<file path="config.mk">
export PLATFORM = sky130hd
export DESIGN_NAME = netwalk_tcam_prog_ctrl
export DESIGN_NICKNAME = d
export VERILOG_FILES = /design/src/rtl/netwalk_tcam_prog_ctrl.sv
export SDC_FILE = /design/constraint.sdc
export NUM_CORES = 2
export LEC_CHECK = 0
export ABC_AREA = 0
export BUFFER_PORTS_ARGS = -buffer_cell sky130_fd_sc_hd__buf_2
export CAP_MARGIN = 10
export CORE_AREA = 3 3 572 574
export CTS_CLUSTER_DIAMETER = 40
export CTS_CLUSTER_SIZE = 16
export DETAILED_ROUTE_END_ITERATION = 16
export DIE_AREA = 0 0 575 577
export PLACE_DENSITY = 0.44
export SYNTH_ARGS = -nofsm -noshare
export SYNTH_HDL_FRONTEND = slang
export SYNTH_SLANG_ARGS = --single-unit
</file>
<file path="constraint.sdc">
create_clock -name clk -period 5 [get_ports clk]
set_clock_uncertainty 0.2 [all_clocks]
set_input_delay 1.5 -clock clk [delete_from_list [all_inputs] [get_ports clk]]
set_output_delay 1.5 -clock clk [all_outputs]
set_load 0.01 [all_outputs]
</file>
<file path="src/rtl/netwalk_tcam_prog_ctrl.sv">
// Program/delete sequencer for a bank of TCAM units: drains lookups,
// drives the shared program bus and tracks per-entry occupancy.
module netwalk_tcam_prog_ctrl #(
   parameter int DPL_MATCH_FIELD_WIDTH = 356,
   parameter int TCAM_ADDR_WIDTH       = 6,
   parameter int NUM_TCAM_UNITS        = 4,
   parameter int UNIT_SEL_WIDTH        = 2,
   parameter int LOOKUP_LAT            = 2,
   parameter int WRITE_CYCLES          = 2
) (
   input  logic                                     clk,
   input  logic                                     reset,
   input  logic                                     cmd_valid,
   output logic                                     cmd_ready,
   input  logic                                     cmd_op,
   input  logic [UNIT_SEL_WIDTH+TCAM_ADDR_WIDTH-1:0] cmd_addr,
   input  logic [DPL_MATCH_FIELD_WIDTH-1:0]         cmd_data,
   input  logic [DPL_MATCH_FIELD_WIDTH-1:0]         cmd_mask,
   output logic                                     lookup_stall,
   output logic [DPL_MATCH_FIELD_WIDTH-1:0]         tcam_program_data,
   output logic [DPL_MATCH_FIELD_WIDTH-1:0]         tcam_program_mask,
   output logic [TCAM_ADDR_WIDTH-1:0]               tcam_program_addr,
   output logic [NUM_TCAM_UNITS-1:0]                tcam_unit_sel,
   output logic                                     tcam_program_enable,
   output logic                                     tcam_delete_enable,
   output logic                                     rsp_valid,
   output logic                                     rsp_error,
   output logic [UNIT_SEL_WIDTH+TCAM_ADDR_WIDTH:0]  entry_count
);

   localparam int AW = UNIT_SEL_WIDTH + TCAM_ADDR_WIDTH;
   localparam int DW = DPL_MATCH_FIELD_WIDTH;
   localparam int CW = 8;
   localparam logic [UNIT_SEL_WIDTH:0] NU = (UNIT_SEL_WIDTH+1)'(NUM_TCAM_UNITS);

   typedef enum logic [1:0] {
      S_IDLE,
      S_DRAIN,
      S_WRITE,
      S_RESP
   } state_t;

   state_t                      r_state;
   logic [CW-1:0]               r_cnt;
   logic                        r_op;
   logic [AW-1:0]               r_addr;
   logic [DW-1:0]               r_data;
   logic [DW-1:0]               r_mask;
   logic [(2**AW)-1:0]          r_valid;
   logic [AW:0]                 r_count;
   logic                        r_ready;
   logic                        r_stall;
   logic [DW-1:0]               r_pdata;
   logic [DW-1:0]               r_pmask;
   logic [TCAM_ADDR_WIDTH-1:0]  r_paddr;
   logic [NUM_TCAM_UNITS-1:0]   r_usel;
   logic                        r_pen;
   logic                        r_den;
   logic                        r_rsp;
   logic                        r_err;

   logic                        w_unit_bad;
   logic                        w_err;
   logic [NUM_TCAM_UNITS-1:0]   w_onehot;

   always_comb begin
      w_unit_bad = ({1'b0, cmd_addr[AW-1:TCAM_ADDR_WIDTH]} >= NU);
      w_err      = w_unit_bad | (cmd_op & ~r_valid[cmd_addr]);
      w_onehot   = '0;
      for (int i = 0; i < NUM_TCAM_UNITS; i++) begin
         w_onehot[i] = (r_addr[AW-1:TCAM_ADDR_WIDTH] == UNIT_SEL_WIDTH'(i));
      end
   end

   always_ff @(posedge clk) begin
      if (reset) begin
         r_state <= S_IDLE;
         r_cnt   <= '0;
         r_op    <= 1'b0;
         r_addr  <= '0;
         r_data  <= '0;
         r_mask  <= '0;
         r_valid <= '0;
         r_count <= '0;
         r_ready <= 1'b1;
         r_stall <= 1'b0;
         r_pdata <= '0;
         r_pmask <= '0;
         r_paddr <= '0;
         r_usel  <= '0;
         r_pen   <= 1'b0;
         r_den   <= 1'b0;
         r_rsp   <= 1'b0;
         r_err   <= 1'b0;
      end else begin
         unique case (r_state)
            S_IDLE: begin
               if (cmd_valid) begin
                  r_op    <= cmd_op;
                  r_addr  <= cmd_addr;
                  r_data  <= cmd_data;
                  r_mask  <= cmd_mask;
                  r_ready <= 1'b0;
                  r_cnt   <= '0;
                  if (w_err) begin
                     r_state <= S_RESP;
                     r_rsp   <= 1'b1;
                     r_err   <= 1'b1;
                  end else begin
                     r_state <= S_DRAIN;
                     r_stall <= 1'b1;
                  end
               end
            end
            S_DRAIN: begin
               if (r_cnt == CW'(LOOKUP_LAT - 1)) begin
                  r_state <= S_WRITE;
                  r_cnt   <= '0;
                  r_pen   <= 1'b1;
                  r_den   <= r_op;
                  r_usel  <= w_onehot;
                  r_paddr <= r_addr[TCAM_ADDR_WIDTH-1:0];
                  r_pdata <= r_op ? '0 : r_data;
                  r_pmask <= r_op ? '0 : r_mask;
               end else begin
                  r_cnt <= r_cnt + CW'(1);
               end
            end
            S_WRITE: begin
               if (r_cnt == CW'(WRITE_CYCLES - 1)) begin
                  r_state <= S_RESP;
                  r_cnt   <= '0;
                  r_stall <= 1'b0;
                  r_pen   <= 1'b0;
                  r_den   <= 1'b0;
                  r_usel  <= '0;
                  r_rsp   <= 1'b1;
                  r_err   <= 1'b0;
                  // Occupancy commits together with the response pulse.
                  if (r_op) begin
                     r_valid[r_addr] <= 1'b0;
                     r_count         <= r_count - (AW+1)'(1);
                  end else begin
                     r_valid[r_addr] <= 1'b1;
                     if (!r_valid[r_addr]) r_count <= r_count + (AW+1)'(1);
                  end
               end else begin
                  r_cnt <= r_cnt + CW'(1);
               end
            end
            S_RESP: begin
               r_state <= S_IDLE;
               r_rsp   <= 1'b0;
               r_err   <= 1'b0;
               r_ready <= 1'b1;
            end
            default: r_state <= S_IDLE;
         endcase
      end
   end

   assign cmd_ready           = r_ready;
   assign lookup_stall        = r_stall;
   assign tcam_program_data   = r_pdata;
   assign tcam_program_mask   = r_pmask;
   assign tcam_program_addr   = r_paddr;
   assign tcam_unit_sel       = r_usel;
   assign tcam_program_enable = r_pen;
   assign tcam_delete_enable  = r_den;
   assign rsp_valid           = r_rsp;
   assign rsp_error           = r_err;
   assign entry_count         = r_count;

endmodule
</file>
Yosys cells after proc, flatten, opt, wreduce, memory -nomap -nowiden. Index checks and enable logic that the tools add are counted.

Flip-flop bits (word level): 1724. Bits of input ports: 724. Output and inout port bits: 737. Word-level logic and storage cells: 97.

Add/subtract/negate cells: 3. $lt $le $gt $ge: 3. Equality and inequality tests: 13. Multiplexer cells: 36. Bitwise gates (word level): 5. Reductions and logical operators: 19.

Operators with widths (number): $mux 356 (2); $and 256x256->256 (1); $mux 256 (1); $not 256->256 (1); $or 256x256->256 (1); $lt 8x9->1 const B (2); $mux 9 (2); $bmux 1 s8 (2); $mux 8 (2); $pmux 8 s2 (1); $ne 2x2->1 const B (6); $mux 1 (11); $reduce_and 2->1 (5); $add 9x1->9 const B (1); $reduce_and 3->1 (3); $sub 9x1->9 const B (1); $add 8x1->8 const B (1); $demux 1 s8 (1); $eq 2x2->1 const B (4); $eq 8x1->1 const B (1); $ge 8x1->1 const B (1); $mux 2 (4); $mux 4 (2); $pmux 1 s2 (4); other kinds (12) (19).

Longest topological paths before layout.
Depth in word-level cells: 7. Gate-level depth with buffers: 13. Gate-level depth less buffers: 10.

Worst setup path after synthesis. No wires, ideal clock.

Path kind: input to register. Start point: input port cmd_addr[0]. End point: register r_err (netlist: rsp_error). Library setup time: 70 ps. Data arrival time: 3795 ps. Required time: 4730 ps. Path slack: 934 ps. Stages on the path: 9. Path buffers: 2. Path through: buf_6 > buf_6 > mux4_2 > o221ai_1 > a221oi_1 > or4b_1 > o21ai_2 > mux2_1 > a21oi_1.

Cells in the longest elaborated chain, start to end: 6.

RTL lines: start, declared (RTL line 16) `input logic [UNIT_SEL_WIDTH+TCAM_ADDR_WIDTH-1:0] cmd_addr,`; $bmux 1 s8 (RTL line 68) `w_err = w_unit_bad | (cmd_op & ~r_valid[cmd_addr]);`; $mux 1 (not written as such) (RTL line 68); $not 1->1 (RTL line 68); $and 1x1->1 (RTL line 68); $ne 2x2->1 (no line); $reduce_and 4->1 (no line); end signal, assigned (RTL line 94) `r_err <= 1'b0;`; end signal, assigned (RTL line 108) `r_err <= 1'b1;`; end signal, assigned (RTL line 138) `r_err <= 1'b0;`; end, declared (RTL line 60) `logic r_err;`.

No other way between the ends. The select of a mux whose other input is x is not followed. A chain may end at the register's enable or synchronous reset.

Worst setup path after layout. Same ends and word-level chain as after synthesis.

==> impl_metrics.toml <==
[status]
status = "finished clean"

[clock_tree]
clk_pin_slew_worst_paths_ns = 0.05
cts_sinks = 1724
cts_buffers = 332
cts_hold_buf = 0
ctsResizeCount = 0
ctsRootBufferMaster = "clkbuf_16"
clk-insertion-delay-late_ns = 0.90
htree_levels = 5
postCtsSetupBuffers = 0
clock_path_buffers = 4
cts_tree = "yes"

[sta]
min_period_over_period_pct = 79.16
fmax_mhz = 252.7
slew_headroom_pct = 19.16
fin_crit_ns = 3.958
drv_slew = 0
setup_viol = 0
tightest_slew_ns = 1.213
finalHoldViolCount = 0
setup_ws_ns = 1.042
rsz0062_at_grt = "false"
fin_tns_setup_ns = 0

[setup_path]
crit_path_frequent_cell = "buf_4"
path_cells = "buf_4 > buf_4 > mux4_2 > o221ai_1 > a221oi_1 > or4b_1 > o21ai_2 > mux2_1 > a21oi_1"
cp_slowest_cell = "or4b_1"
startpoint_type = "input pin"
arrival_ns = 4.55
worst-endpoint-required_ns = 5.59
end_kind = "flop"
criticalPathCategory = "input pin to flop"
crit_fanout = 24
max_stage_delay_ns = 0.56
cp.buffers_inverters = 2
crit_path_start = "cmd_addr[0]"
critPathTopFamily = "multiplexers"
r2r_start = "r_addr[1]$_SDFFE_PP0P_"

[drt]
viasPerCell = 4.692
wirelength_um = 327700
vias = 65379
drtAntennaViolNets = 0
first_iter_violations = 5408
dr.pass1.iters = 8
drc = 0
wire_per_inst_um = 23.52

[placed_design]
post-place-ws_ns = 0.1355
dp_hpwl_um = 235700
place_congestion = 0.9975
port-buffer-count = 1460
numPlacedInstances = 13291

[synth]
synth_seq_cells = 1724
async_flop_share_pct = 0
synthCells = 8099
synth_seq_area_share_pct = 51.01
ys.warnings.count = 0
ys.flop_type = "dfxtp_1"
postSynthAreaPerCell_sq_um = 8.353
synth.distinct_cells = 67
synth_fp_nets = 8837
synth_area_sq_mm = 0.06765
synth_edf_count = 0

[die]
start_util_pct = 20.93
pin_count = 1461
fp.dieW_um = 575
core_sq_mm = 0.3232
rows = 209
die_h_um = 577
die_area_sq_mm = 0.3318

[final_layout]
fin_util_pct = 28.15
multiInputGateArea_sq_mm = 0.03010
synthToLayoutAreaGrowth_pct = 34.47
ff_latch_area_sq_mm = 0.03452
layout.cells.most_common_list = "2238 x nand2_1, 1721 x a21oi_1, 1721 x dfxtp_1"
layout_commonest_cell = "nand2_1"
fillers = 35062
drive_gt1_share_pct = 24.37
instances_no_fill = 13933
layout.nets = 10038

[power_and_ir_drop]
p_sw_share_pct = 29.90
seq_power_share_pct = 34.0
power_density_mw_per_mm2 = 508.8
ir_worst_vdd_v = 0.0002965
p_int_mw = 32.45
clkPwrFrac_pct = 50.5
power.switching_mw = 13.84
p_leak_nw = 34.12
comb_power_share_pct = 15.5

[grt]
globalRouteOverflowTotal = 0
grt_max_degree = 219
grt_usage_pct = 18.57
grt_pass1_vias = 62677
antenna_found_initial = 128
grt_pass1_wl_um = 462000

[flow_run]
drv_cap = 0

[hold_path]
hold_path.class = "flop to flop"
min_from = "r_mask[260]$_SDFFE_PP0P_"
[Yosys cell counts (all sizes together), types with 17 or more instances]
library cell | n | area [sq um]
or3 | 258 | 1614
nand3b | 713 | 5353
clkbuf | 728 | 2733
mux2i | 36 | 360.4
a21oi | 1721 | 8613
o22ai | 18 | 112.6
buf | 37 | 277.8
dfxtp | 1724 | 34510
nor2 | 33 | 123.9
mux4 | 116 | 2616
nor2b | 17 | 106.4
nand2 | 2242 | 8416
o21ai | 276 | 1385
[metrics by stage]
step | total power, mW | instance area (sq um) | hold slack [ns]
floorplan | 20.05 | 67650 | 0.2364
global placement | 23.10 | 79110 | 0.2354
detailed placement | 23.21 | 79110 | 0.2402
CTS | 46.81 | 90870 | 0.2263
global route | 48.26 | 90910 | 0.2582
finish | 46.29 | 90970 | 0.2317
[final cells by class]
class	count	area share [%]
Sequential cell	1724	37.95
Clock buffer	444	10.43
Multi-Input combinational cell	5594	33.09
Tap cell	4325	5.948
Antenna cell	40	0.1100
Clock inverter	158	2.499
Timing Repair Buffer	1632	9.911
Inverter	16	0.06602
[layer usage]
metal	track usage (%)	up-vias	part of all wire, %
met4	5.792	70	3.2
met2	29.59	2512	45
met3	5.957	592	8.7
li1	-	30123	-
met1	23.75	32082	42
met5	0	-	0.14
[worst reg2reg max path, delay by kind of cell (launching register included)]
| family | cells | cell delay, ns |
|---|---|---|
| multiplexers | 2 | 0.85 |
| AND/OR/NAND/NOR | 2 | 0.42 |
| flip-flops | 1 | 0.99 |
| AO/OA/AOI/OAI | 4 | 1.37 |
[cells by family after synthesis]
group                      share of synthesized area (%)
adders and majority gates                         0.2700
DFF                                                51.01
buffers and inverters                              4.538
xor gates and xnor gates                          0.1683
muxes                                              4.660
AOI/OAI and AO/OA                                  15.81
and+or+nand+nor                                    23.54
[power groups by stage]
stage / sequential [mW] / clock (mW) / combinational [mW]
2_1_floorplan: 15.6 / 0 / 4.42
3_3_place_gp: 15.9 / 0 / 7.15
3_5_place_dp: 16.0 / 0 / 7.23
4_1_cts: 15.7 / 23.9 / 7.25
5_1_grt: 15.8 / 24.6 / 7.86
6_report: 15.7 / 23.4 / 7.17
[final timing paths]
kind | end | slack (ns) | depth (start not counted)
hold reg to reg | tcam_program_mask[260]$_SDFFE_PP0P_ | 0.23 | 2
setup / recovery | rsp_error$_SDFFE_PP0P_ | 1.04 | 9
hold / removal | tcam_program_mask[260]$_SDFFE_PP0P_ | 0.23 | 2
setup reg to reg | entry_count[0]$_SDFFE_PP0P_ | 1.05 | 8
Note: power is estimated with default switching activity, not from simulation.
